$ cat src/rtl/jtag_shift_ctrl.sv
// jtag_shift_ctrl: sequencing controller for the ARM JTAG level-shifting buffer.
//
// Takes byte-wide commands from the USB-side decoder and drives the buffer's
// 3.3V-side controls. SHIFT clocks out up to NBITS TMS/TDI bits, LSB first,
// with a TCK half-period of CLK_DIV+1 cycles, and captures TDO on each TCK rise.
// SET_PINS and SET_OE update the reset-line and JTAG output enables.
//
// Ports:
//   CLK, RST                  system clock, synchronous active-high reset
//   CMD_VALID/READY/OP/LEN/READ/TDI/TMS  command handshake and payload
//   CLK_DIV                   TCK half-period minus 1, latched at SHIFT accept
//   RSP_VALID/READY/TDO       response handshake with captured TDO bits
//   TDO_IN, VREF_N_IN         inputs from the buffer (VREF_N_IN is asynchronous)
//   JTAG_OE_N, TCK_OUT, TMS_OUT, TDI_OUT       JTAG drive to the buffer
//   TRST_N_OE_N/OUT, SRST_N_OE_N/OUT           open-drain style reset lines
//   BUSY                      controller not idle
//   FAULT                     one-cycle pulse: SHIFT refused, target VREF absent
module jtag_shift_ctrl #(
  parameter int unsigned DIV_W = 8,
  parameter int unsigned NBITS = 8
) (
  input  logic             CLK,
  input  logic             RST,
  input  logic             CMD_VALID,
  output logic             CMD_READY,
  input  logic [1:0]       CMD_OP,
  input  logic [2:0]       CMD_LEN,
  input  logic             CMD_READ,
  input  logic [NBITS-1:0] CMD_TDI,
  input  logic [NBITS-1:0] CMD_TMS,
  input  logic [DIV_W-1:0] CLK_DIV,
  output logic             RSP_VALID,
  input  logic             RSP_READY,
  output logic [NBITS-1:0] RSP_TDO,
  input  logic             TDO_IN,
  input  logic             VREF_N_IN,
  output logic             JTAG_OE_N,
  output logic             TCK_OUT,
  output logic             TMS_OUT,
  output logic             TDI_OUT,
  output logic             TRST_N_OE_N,
  output logic             TRST_N_OUT,
  output logic             SRST_N_OE_N,
  output logic             SRST_N_OUT,
  output logic             BUSY,
  output logic             FAULT
);

  localparam logic [1:0] StIdle = 2'd0;
  localparam logic [1:0] StLow  = 2'd1;
  localparam logic [1:0] StHigh = 2'd2;
  localparam logic [1:0] StResp = 2'd3;

  localparam logic [1:0] OpShift   = 2'd0;
  localparam logic [1:0] OpSetPins = 2'd1;
  localparam logic [1:0] OpSetOe   = 2'd2;
  localparam logic [1:0] OpNop     = 2'd3;

  logic [1:0]       state_q, state_d;
  logic             ready_q, ready_d;
  logic             vref_meta_q, vref_sync_q;
  logic [DIV_W-1:0] div_q, div_d;
  logic [DIV_W-1:0] cnt_q, cnt_d;
  logic [2:0]       idx_q, idx_d;
  logic [2:0]       len_q, len_d;
  logic             read_q, read_d;
  logic [NBITS-1:0] sh_tdi_q, sh_tdi_d;
  logic [NBITS-1:0] sh_tms_q, sh_tms_d;
  logic             tms_out_q, tms_out_d;
  logic             tdi_out_q, tdi_out_d;
  logic             jtag_oe_n_q, jtag_oe_n_d;
  logic             trst_oe_n_q, trst_oe_n_d;
  logic             srst_oe_n_q, srst_oe_n_d;
  logic             fault_q, fault_d;
  logic [NBITS-1:0] rsp_tdo_q, rsp_tdo_d;

  logic       accept;
  logic       phase_done;
  logic [2:0] idx_nxt;

  assign accept     = CMD_VALID && ready_q;
  // Counter runs 0..div inclusive, so an all-ones divider gives 2^DIV_W cycles.
  assign phase_done = (cnt_q == div_q);
  assign idx_nxt    = idx_q + 3'd1;

  always_comb begin
    state_d     = state_q;
    div_d       = div_q;
    cnt_d       = cnt_q;
    idx_d       = idx_q;
    len_d       = len_q;
    read_d      = read_q;
    sh_tdi_d    = sh_tdi_q;
    sh_tms_d    = sh_tms_q;
    tms_out_d   = tms_out_q;
    tdi_out_d   = tdi_out_q;
    jtag_oe_n_d = jtag_oe_n_q;
    trst_oe_n_d = trst_oe_n_q;
    srst_oe_n_d = srst_oe_n_q;
    rsp_tdo_d   = rsp_tdo_q;
    fault_d     = 1'b0;

    unique case (state_q)
      StIdle: begin
        if (accept) begin
          unique case (CMD_OP)
            OpSetPins: begin
              trst_oe_n_d = ~CMD_TDI[0];
              srst_oe_n_d = ~CMD_TDI[1];
            end
            OpSetOe: jtag_oe_n_d = ~CMD_TDI[0];
            OpShift: begin
              if (vref_sync_q) begin
                // No target power: refuse without toggling TCK.
                fault_d = 1'b1;
                if (CMD_READ) begin
                  rsp_tdo_d = '1;
                  state_d   = StResp;
                end
              end else begin
                div_d     = CLK_DIV;
                cnt_d     = '0;
                idx_d     = 3'd0;
                len_d     = CMD_LEN;
                read_d    = CMD_READ;
                sh_tdi_d  = CMD_TDI;
                sh_tms_d  = CMD_TMS;
                tms_out_d = CMD_TMS[0];
                tdi_out_d = CMD_TDI[0];
                rsp_tdo_d = '0;
                state_d   = StLow;
              end
            end
            OpNop: ;
            default: ;
          endcase
        end
      end
      StLow: begin
        if (phase_done) begin
          cnt_d            = '0;
          // TDO is sampled on the same edge that raises TCK.
          rsp_tdo_d[idx_q] = TDO_IN;
          state_d          = StHigh;
        end else begin
          cnt_d = cnt_q + DIV_W'(1);
        end
      end
      StHigh: begin
        if (phase_done) begin
          cnt_d = '0;
          if (idx_q < len_q) begin
            idx_d     = idx_nxt;
            tms_out_d = sh_tms_q[idx_nxt];
            tdi_out_d = sh_tdi_q[idx_nxt];
            state_d   = StLow;
          end else begin
            state_d = read_q ? StResp : StIdle;
          end
        end else begin
          cnt_d = cnt_q + DIV_W'(1);
        end
      end
      StResp: begin
        if (RSP_READY) state_d = StIdle;
      end
      default: state_d = StIdle;
    endcase

    ready_d = (state_d == StIdle);
  end

  always_ff @(posedge CLK) begin
    if (RST) begin
      state_q     <= StIdle;
      ready_q     <= 1'b0;
      vref_meta_q <= 1'b1;
      vref_sync_q <= 1'b1;
      div_q       <= '0;
      cnt_q       <= '0;
      idx_q       <= 3'd0;
      len_q       <= 3'd0;
      read_q      <= 1'b0;
      sh_tdi_q    <= '0;
      sh_tms_q    <= '0;
      tms_out_q   <= 1'b1;
      tdi_out_q   <= 1'b1;
      jtag_oe_n_q <= 1'b1;
      trst_oe_n_q <= 1'b1;
      srst_oe_n_q <= 1'b1;
      fault_q     <= 1'b0;
      rsp_tdo_q   <= '0;
    end else begin
      state_q     <= state_d;
      ready_q     <= ready_d;
      vref_meta_q <= VREF_N_IN;
      vref_sync_q <= vref_meta_q;
      div_q       <= div_d;
      cnt_q       <= cnt_d;
      idx_q       <= idx_d;
      len_q       <= len_d;
      read_q      <= read_d;
      sh_tdi_q    <= sh_tdi_d;
      sh_tms_q    <= sh_tms_d;
      tms_out_q   <= tms_out_d;
      tdi_out_q   <= tdi_out_d;
      jtag_oe_n_q <= jtag_oe_n_d;
      trst_oe_n_q <= trst_oe_n_d;
      srst_oe_n_q <= srst_oe_n_d;
      fault_q     <= fault_d;
      rsp_tdo_q   <= rsp_tdo_d;
    end
  end

  assign CMD_READY   = ready_q;
  assign RSP_VALID   = (state_q == StResp);
  assign RSP_TDO     = rsp_tdo_q;
  assign TCK_OUT     = (state_q == StHigh);
  assign TMS_OUT     = tms_out_q;
  assign TDI_OUT     = tdi_out_q;
  assign JTAG_OE_N   = jtag_oe_n_q;
  assign TRST_N_OE_N = trst_oe_n_q;
  assign SRST_N_OE_N = srst_oe_n_q;
  // Reset lines are open-drain: only the enables toggle.
  assign TRST_N_OUT  = 1'b0;
  assign SRST_N_OUT  = 1'b0;
  assign BUSY        = (state_q != StIdle);
  assign FAULT       = fault_q;

endmodule

$ cat config.mk
export PLATFORM = sky130hd
export DESIGN_NAME = jtag_shift_ctrl
export DESIGN_NICKNAME = d
export VERILOG_FILES = /design/src/rtl/jtag_shift_ctrl.sv
export SDC_FILE = /design/constraint.sdc
export NUM_CORES = 1
export LEC_CHECK = 0
export BUFFER_PORTS_ARGS = -buffer_cell sky130_fd_sc_hd__buf_2
export CORE_MARGIN = 1.5
export CORE_UTILIZATION = 59
export DETAILED_ROUTE_END_ITERATION = 8
export HOLD_SLACK_MARGIN = 0.12
export PLACE_DENSITY = 0.91
export SETUP_SLACK_MARGIN = 0.3
export SLEW_MARGIN = 10
export SYNTH_ARGS = -nofsm -noshare
export SYNTH_HDL_FRONTEND = slang
export SYNTH_SLANG_ARGS = --single-unit
export TNS_END_PERCENT = 30
$ cat constraint.sdc
create_clock -name CLK -period 3.36 [get_ports CLK]
set_input_delay 0.336 -clock CLK [delete_from_list [all_inputs] [get_ports CLK]]
set_output_delay 0.336 -clock CLK [all_outputs]
set_load 0.01 [all_outputs]
==> results.json <==
{
  "gr-usage-all-layers": 0.272,
  "critical_path_required_ns": 3.58,
  "gp_routability_congestion": 0.872,
  "synth.cell_area_um2": 2810,
  "ys_top_cells_by_area": "sky130_fd_sc_hd__dfxtp_1 (41%), sky130_fd_sc_hd__nand2_1 (8.9%), sky130_fd_sc_hd__a21oi_1 (6.8%)",
  "total_clock_buffers_created_by_cts": 9,
  "grt_antenna_before_repair": 0,
  "p_leak_uw": 0.00132,
  "maxCapViolCount": 0,
  "ir_drop_uv": 317,
  "die_y_um": 72.0,
  "grt_overflow_total": 0,
  "min_period_over_period": 0.745,
  "timing.final.max_slew_violations": 0,
  "routed_wl_um": 6560,
  "internal_power_uw": 1250,
  "skew_ns": 0.00497,
  "kind_of_path_behind_the_tightest_hold_check": "primary input to register",
  "drc": 0,
  "switchingPower_uw": 455,
  "routed-via-count": 2605,
  "synth-adder-area-share": 0.0356,
  "postCtsHoldBufs": 0,
  "synth_top_cell_area_share": 0.413,
  "cts-resized-gates": 0,
  "hold_viol": 0,
  "synth_edf_count": 0,
  "dominantRegCellSynth": "sky130_fd_sc_hd__dfxtp_1",
  "result_of_the_run": "finished clean",
  "core_area_um2": 4470,
  "ios": 56,
  "cts_setup_buffers": 0,
  "clkSinkCount": 58,
  "ctsLongestPathBuffers": 2,
  "crit_family": "simple AND/OR/NAND/NOR gates",
  "p_clk_frac": 0.415,
  "synth.distinct_cells": 51,
  "synthesis.yosys.warnings": 0,
  "drive_gt1_frac": 0.226,
  "finalHoldWorstSlack_ns": 0.173,
  "worstMarginPinSlew_ns": 0.830,
  "die_x_um": 72.0,
  "rsz0062_at_grt": "false",
  "critical-path-slowest-cell": "sky130_fd_sc_hd__or2_2",
  "timing.critical_path.slowest_cell_delay_ns": 0.48,
  "remaining_antenna_violation_count": 0,
  "worst_setup_path_end_kind": "register",
  "cts.htree.levels": 3,
  "power_switching_share": 0.267,
  "path_buf_inv": 1,
  "fillCellCount": 326,
  "detail_route.iter0.violations": 240,
  "yosys-top-cells-count": "sky130_fd_sc_hd__nand2_1 (67), sky130_fd_sc_hd__dfxtp_1 (58), sky130_fd_sc_hd__a21oi_1 (38)",
  "powerDensity_nw_per_um2": 516,
  "yosysTopAreaCell": "sky130_fd_sc_hd__dfxtp_1",
  "seq_power_share": 0.432,
  "synth_compound_area_frac": 0.193,
  "tritoncts": "built",
  "cp.arrival_ns": 2.72,
  "cts.clk_slew.worst_paths_ns": 0.07,
  "grt_max_degree": 48,
  "io_buffers": 53,
  "synth-simple-area-share": 0.229,
  "crit_path_max_fanout": 29,
  "yosys-mux-area-fraction": 0.0427,
  "wire_per_inst_um": 15.1,
  "comb_pwr_share": 0.153,
  "num_antenna_cells": 0,
  "worst_slew_margin_rel": 0.447,
  "timing.critical_path.cells": "inv_1 > ha_1 > nand2b_1 > or2_2 > nor2_1 > a221o_1 > a311o_2",
  "postSynthCellCount": 327,
  "finalCoreUtilization": 0.738,
  "most_numerous_cell_in_the_yosys_netlist": "sky130_fd_sc_hd__nand2_1",
  "fmax_ghz": 0.399,
  "first_pass_iters": 4,
  "synth-seq-cells": 58,
  "area_delta_synth_final_pct": 17.4,
  "setup_viol": 0,
  "detailed_place_hpwl_um": 4650,
  "floorplan.rows": 24,
  "root_buffer": "sky130_fd_sc_hd__clkbuf_8",
  "start_kind": "register",
  "synth.yosys.seq_area_share": 0.413,
  "post_synth_xor_area_fraction": 0.0467,
  "fin_nets": 420,
  "crit_type": "register to register",
  "first_global_vias": 2374,
  "final_min_period_ns": 2.50,
  "initial_utilization": 0.629,
  "instances_no_fill": 433,
  "syn-mean-instance-area_um2": 8.60,
  "vias_per_cell": 6.02,
  "die_area_um2": 5190,
  "postSynth.asyncResetShare": 0,
  "clkLatencyLatePin_ns": 0.34,
  "synth_top_family_by_area": "simple AND/OR/NAND/NOR gates",
  "post-place-cells": 417,
  "first_pass_grt_wire_length_um": 10900,
  "timing.setup.tns_ns": 0
}
## metrics by stage
stage / power [uW] / cell area [um2] / setup slack, ns
after floorplan: 918 / 2820 / 1.29
after global placement: 992 / 3080 / 1.06
after detailed placement: 1000 / 3080 / 0.906
after CTS: 1700 / 3300 / 0.879
after global routing: 1770 / 3300 / 0.698
final: 1700 / 3300 / 0.856
## path summary, 6_finish.rpt
check / startpoint / end / slack, ns / depth (start not counted)
setup / recovery: state_q[0] / TDI_OUT / 0.86 / 7
hold reg to reg: vref_meta_q / vref_sync_q / 0.42 / 1
hold / removal: VREF_N_IN / vref_meta_q / 0.17 / 2
setup reg to reg: state_q[0] / TDI_OUT / 0.86 / 7
## registers in the layout, summed over array words and instances (netlist names)
| signal | cells |
|---|---|
| RSP_TDO | 8 |
| cnt_q | 8 |
| div_q | 8 |
| sh_tdi_q | 8 |
| sh_tms_q | 8 |
| idx_q | 3 |
| len_q | 3 |
| state_q | 2 |
| CMD_READY | 1 |
| FAULT | 1 |
| JTAG_OE_N | 1 |
| SRST_N_OE_N | 1 |
| TDI_OUT | 1 |
| TMS_OUT | 1 |
| TRST_N_OE_N | 1 |
| read_q | 1 |
| vref_meta_q | 1 |
| vref_sync_q | 1 |
## power groups by stage
stage	Combinational (uW)	Sequential [uW]	Clock [uW]
after global placement	244	748	0
final	261	736	707
after global routing	286	740	745
after floorplan	165	753	0
after CTS	256	736	709
after detailed placement	253	750	0
## layout by cell type (no fill, tap or decap), drive strengths merged, types with 6 or more instances in the layout
cell / instances
a21oi: 38
buf: 54
clkbuf: 10
dfxtp: 58
ha: 8
inv: 10
nand2: 67
nand2b: 6
nand3: 8
nor2: 20
o211ai: 7
o311ai: 8
xor2: 11
## routing by layer
metal  global-route usage  up-vias  routed length [um]
met5                    0        -                   0
met4                0.153        0                 182
met3               0.0625       17                 405
met2                0.436      114                3200
met1                0.338     1213                2770
li1                     -     1261                   -
## logic make-up (layout without fill, tap and decap cells)
logic type	Yosys count	in the layout
adder cells (fa/ha/maj)	8	8
AO/OA/AOI/OAI	82	82
flip-flops	58	58
XOR/XNOR	15	15
AND/OR/NAND/NOR	129	129
other	1	2
multiplexers	7	7
buffers and inverters	27	80
## cell type report
class | count | area, um2 | area share
multi-input cells | 243 | 1550 | 0.469
clock buffers | 10 | 138 | 0.0417
clock inverters | 6 | 80.1 | 0.0243
flip-flops and latches | 58 | 1160 | 0.352
well taps | 52 | 65.1 | 0.0197
inverters | 10 | 37.5 | 0.0114
repair buffers | 54 | 273 | 0.0826
Note: power is estimated with default switching activity, not from simulation.
